[config.mk]
export PLATFORM = sky130hd
export DESIGN_NAME = fmac_arb
export DESIGN_NICKNAME = d
export VERILOG_FILES = /design/src/rtl/fmac_arb_pkg.sv /design/src/rtl/fmac_rr_arb.sv /design/src/rtl/fmac_arb.sv
export SDC_FILE = /design/constraint.sdc
export NUM_CORES = 1
export LEC_CHECK = 0
export ABC_AREA = 1
export BUFFER_PORTS_ARGS = -buffer_cell sky130_fd_sc_hd__buf_2
export CAP_MARGIN = 10
export CORE_AREA = 2 2 287 289
export DETAILED_ROUTE_END_ITERATION = 12
export DIE_AREA = 0 0 289 291
export GPL_TIMING_DRIVEN = 1
export PLACE_DENSITY = 0.3
export REMOVE_ABC_BUFFERS = 1
export SLEW_MARGIN = 15
export SYNTH_ARGS = -nofsm -noshare
export SYNTH_HDL_FRONTEND = slang
export SYNTH_SLANG_ARGS = --single-unit
export TNS_END_PERCENT = 50
[constraint.sdc]
create_clock -name clk -period 1.93 [get_ports clk]
set_input_delay 0.2895 -clock clk [delete_from_list [all_inputs] [get_ports clk]]
set_output_delay 0.2895 -clock clk [all_outputs]
set_load 0.01 [all_outputs]
[src/rtl/fmac_arb_pkg.sv]
// Shared types and constants for the two-channel FMAC arbiter.
// State encodings, timeout default and bus field widths.
package fmac_arb_pkg;

  typedef enum logic [1:0] {
    IDLE    = 2'd0,
    GRANT   = 2'd1,
    BUSY    = 2'd2,
    CAPTURE = 2'd3
  } state_t;

  localparam int TIMEOUT_DEF = 16;
  localparam int COEF_W      = 16;
  localparam int OPND_W      = 11;
  localparam int COEF_BUS_W  = 8 * COEF_W;
  localparam int OPND_BUS_W  = 8 * OPND_W;
  localparam int SE_W        = 15;

endpackage

[src/rtl/fmac_rr_arb.sv]
// Two-way round-robin arbiter.
// On a tie the channel not served last wins.
module fmac_rr_arb (
  input  logic [1:0] elig,
  input  logic       last,
  output logic       gnt
);

  always_comb begin
    gnt = 1'b0;
    unique case (1'b1)
      (elig == 2'b11): gnt = ~last;
      (elig == 2'b10): gnt = 1'b1;
      default:         gnt = 1'b0;
    endcase
  end

endmodule

[src/rtl/fmac_arb.sv]
// Arbitrates two requesters onto one shared multiply-accumulate unit.
// One transaction in flight; results returned per channel with an ACK pulse.
module fmac_arb
  import fmac_arb_pkg::*;
#(
  parameter int TIMEOUT = TIMEOUT_DEF
) (
  input  logic                  clk,
  input  logic                  reset,
  input  logic                  REQ0,
  input  logic                  REQ1,
  input  logic [COEF_BUS_W-1:0] COEF0,
  input  logic [COEF_BUS_W-1:0] COEF1,
  input  logic [OPND_BUS_W-1:0] OPND0,
  input  logic [OPND_BUS_W-1:0] OPND1,
  output logic                  ACK0,
  output logic                  ACK1,
  output logic [SE_W-1:0]       SE0,
  output logic [SE_W-1:0]       SEZ0,
  output logic [SE_W-1:0]       SE1,
  output logic [SE_W-1:0]       SEZ1,
  output logic                  ERR,
  output logic                  FMA_START,
  output logic [COEF_BUS_W-1:0] FMA_COEF,
  output logic [OPND_BUS_W-1:0] FMA_OPND,
  input  logic                  FMA_DONE,
  input  logic [SE_W-1:0]       FMA_SE,
  input  logic [SE_W-1:0]       FMA_SEZ
);

  localparam int CW = $clog2(TIMEOUT + 1);

  state_t        state;
  state_t        nxt;
  logic          gnt;
  logic          last;
  logic          arb_gnt;
  logic [1:0]    ack;
  logic [1:0]    elig;
  logic [CW-1:0] cnt;
  logic          timeout;

  // A channel being acked this cycle must not be re-granted at once.
  assign elig    = {REQ1, REQ0} & ~ack;
  assign timeout = (state == BUSY) && !FMA_DONE
                && (cnt == CW'(TIMEOUT - 1));

  fmac_rr_arb u_rr (
    .elig (elig),
    .last (last),
    .gnt  (arb_gnt)
  );

  always_ff @(posedge clk or posedge reset) begin
    if (reset) state <= IDLE;
    else       state <= nxt;
  end

  always_comb begin
    nxt = state;
    unique case (state)
      IDLE:    if (|elig) nxt = GRANT;
      GRANT:   nxt = BUSY;
      BUSY: begin
        if (FMA_DONE)     nxt = CAPTURE;
        else if (timeout) nxt = IDLE;
      end
      CAPTURE: nxt = IDLE;
      default: nxt = IDLE;
    endcase
  end

  always_ff @(posedge clk or posedge reset) begin
    if (reset) begin
      gnt  <= 1'b0;
      last <= 1'b1;
      cnt  <= '0;
      ERR  <= 1'b0;
      ack  <= '0;
      SE0  <= '0;
      SEZ0 <= '0;
      SE1  <= '0;
      SEZ1 <= '0;
    end else begin
      ack <= '0;
      if (state == IDLE && |elig) gnt <= arb_gnt;
      if (state == GRANT)
        cnt <= '0;
      else if (state == BUSY && !FMA_DONE)
        cnt <= cnt + 1'b1;
      if (timeout) begin
        ERR      <= 1'b1;
        ack[gnt] <= 1'b1;
        last     <= gnt;
      end
      if (state == CAPTURE) begin
        ack[gnt] <= 1'b1;
        last     <= gnt;
        if (gnt) begin
          SE1  <= FMA_SE;
          SEZ1 <= FMA_SEZ;
        end else begin
          SE0  <= FMA_SE;
          SEZ0 <= FMA_SEZ;
        end
      end
    end
  end

  always_comb begin
    FMA_START = (state == GRANT);
    FMA_COEF  = '0;
    FMA_OPND  = '0;
    if (state != IDLE) begin
      FMA_COEF = gnt ? COEF1 : COEF0;
      FMA_OPND = gnt ? OPND1 : OPND0;
    end
    ACK0 = ack[0];
    ACK1 = ack[1];
  end

endmodule

==> impl_metrics.yaml <==
global_routing:
  grt_pass1_wl_mm: 77.3
  grt_max_degree: 62
  grt_usage: 0.132
  use_met2: 0.257
  grt_remaining_overflow: 0
  busiest_layer: "met2"
  grt_use_met1: 0.137
  first_global_vias: 10099
  grtUsageMet3: 0.0244
  antenna_found_initial: 20
power_and_ir_drop:
  p_leak_nw: 7.30
  ir_drop_mv: 0.488
  powerDensity_nw_per_um2: 1720
synth:
  synth_area_leaders: "nand2_1, dfrtp_1, a21oi_1"
  postSynthCellCount: 1020
  yosysTopAreaCell: "nand2_1"
  synthTopCellsByCount: "nand2_1, a21oi_1, dfrtp_1"
  async_flop_share: 1.00
  synth-seq-cells: 72
  yosysMostFrequentCell: "nand2_1"
  synth.distinct_cells: 19
  synth_top_area_frac: 0.330
  synth_area_per_cell_sq_um: 5.74
  yosys_warnings: 0
  synthesis.area_sq_um: 5850
  seq_area_frac_synth: 0.308
  yosys_most_used_dff: "dfrtp_1"
  synth_edf_count: 0
final_layout:
  final_cells: 2878
  nNetsFinal: 2266
  areaGrowthSynthToFinish_pct: 143
  fin_area_sq_um: 14200
  postLayoutCoreUtil: 0.175
  drive_above_1_share: 0.627
  fillers: 9323
run:
  drv_cap: 0
floorplanning:
  num_rows: 105
  die_area_sq_um: 84100
  num_io_pins: 747
  core_area_sq_um: 81200
  start_util: 0.0721
  fp.dieW_um: 289
  die-height_um: 291
clock_network:
  cts_max_path_buffers: 2
  path_clk_slew_ns: 0.07
  root_buffer: "clkbuf_16"
  numCtsBuffers: 9
  clkLatencyLatePin_ns: 0.35
  cts_max_level: 3
  cts_tree: "yes"
  clock_sinks: 72
worst_setup_path:
  arrival_ns: 1.84
  reg2regPathDepth: 7
  path_class: "reg2out"
  startpoint_type: "flip-flop"
  timing.rr.start: "gnt"
  cp.required_ns: 1.64
  reg2reg_slack_ns: 0.18
  cp_max_fo: 15
  worstSetupStartpoint: "gnt"
  critPathCapture: "FMA_OPND[65]"
  rr_endpoint: "SEZ1[13]"
  critPathCaptureType: "output pin"
timing:
  timing.final.ws_setup_ns: -0.203
  rsz0062_at_grt: "yes"
  fmax_mhz: 469
  maxSlewViolCount: 0
  hold_viol_final: 0
  worstMarginPinSlew_ns: 0.355
  min_period_over_period: 1.11
  setup_viol: 215
  fin_crit_ns: 2.13
  finClkSkew_ns: 0.0102
  slew_headroom: 0.764
placement:
  placed_area_sq_um: 11200
  place.detailed.hpwl_mm: 46.5
  port_buffers: 746
  routabilityCongestion: 0.929
  dp.cells: 2796
  place_ws_ns: -0.247
worst_hold_path:
  hp-class: "in2reg"
route:
  via_per_inst: 3.51
  vias: 10088
  wl_mm: 60.9
  drt_iter0_markers: 344
  wire_per_inst_um: 21.2
  drc: 0
  ant_nets: 0
  dr.pass1.iters: 5
outcome:
  failed_checks: "setup timing"
  status: "finished, violations left"
-- cell usage in the layout, fill, tap and decap left out, types with 2 or more instances in the layout --
cell          n
inv_1        45
o21ai_0      47
buf_2       697
nand2_4      52
nor2_1        4
a21oi_4      13
diode_2       6
nand3_2       2
buf_16       19
o21ai_1      22
buf_8         8
buf_6        42
clkbuf_16    21
inv_6         2
a21oi_1      79
nand2_1     396
clkinvlp_4    3
a21oi_2     124
buf_12       34
nand3_1       4
buf_4        37
ha_1          2
dfrtp_1      70
nand2_2      66
-- repair_timing --
item	4_1_cts	5_1_grt
gates resized for setup	186	273
cloned	16	13
hold buffers	1	0
pin swaps	22	82
hold endpoints to repair	15	0
setup endpoints to repair	214	216
setup buffers	32	4
-- worst max-delay path, stage by stage, from the launching register on --
cell	delay (ns)
dfrtp_4	0.54
inv_12	0.10
buf_4	0.13
buf_16	0.16
nand2_1	0.10
a21oi_4	0.28
buf_6	0.16
-- cell families (layout without fill, tap and decap cells) --
group | Yosys count | count (layout) | share of synthesized area
simple gates | 528 | 528 | 0.342
compound gates | 286 | 286 | 0.245
buf+inv | 132 | 914 | 0.100
fa+ha+maj | 2 | 2 | 0.00428
other cells | 0 | 6 | 0
flops | 72 | 72 | 0.308
-- power by group --
part	switching [W]	total, W	internal, W	leakage, nW
logic	0.0112	0.0200	0.00874	6.28
registers	0.000409	0.00264	0.00223	0.883
clock network	0.000733	0.00174	0.00101	0.139
-- final cells by class --
cell class	instances	area [sq um]	area share
inverter	47	189	0.0133
multi-input combinational	816	4640	0.327
timing repair buffer	851	5910	0.416
clock buffer	9	225	0.0159
tap	1070	1340	0.0943
antenna	6	15.0	0.00106
sequential	72	1810	0.127
clock inverter	7	78.8	0.00555
-- worst min-delay path by stage --
stage / endpoint / startpoint / depth (start not counted) / slack, ns
finish: SE1[5] / FMA_SE[5] / 3 / 0.19
global route: SEZ1[4] / FMA_SEZ[4] / 3 / 0.19
CTS: SE1[5] / FMA_SE[5] / 3 / 0.17
detailed placement: SEZ1[13] / reset / 3 / 0.39
global placement: SEZ0[14] / reset / 3 / 0.40
floorplan: cnt[3] / cnt[3] / 1 / 0.44
-- sequential cells by signal, indices dropped and copies added, names as in the netlist --
register,count
ack,2
SEZ0,15
SE1,15
SEZ1,15
cnt,5
SE0,15
ERR,1
gnt,1
last,1
state,2
-- per-layer routing --
layer,routed length (um),part of all wire
met2,33200,0.55
met3,3830,0.063
met5,84,0.0014
met1,22100,0.36
met4,1700,0.028
-- metrics by stage --
stage | TNS [ns] | hold slack [ns] | total power, W
2_1_floorplan | -1625.42 | 0.435 | 0.00663
3_3_place_gp | -0.358 | 0.395 | 0.0169
3_5_place_dp | -0.445 | 0.393 | 0.0168
4_1_cts | -29.67 | 0.170 | 0.0225
5_1_grt | -37.09 | 0.185 | 0.0261
6_report | -18.58 | 0.187 | 0.0244
No activity file was read; power rests on OpenSTA's default activity.
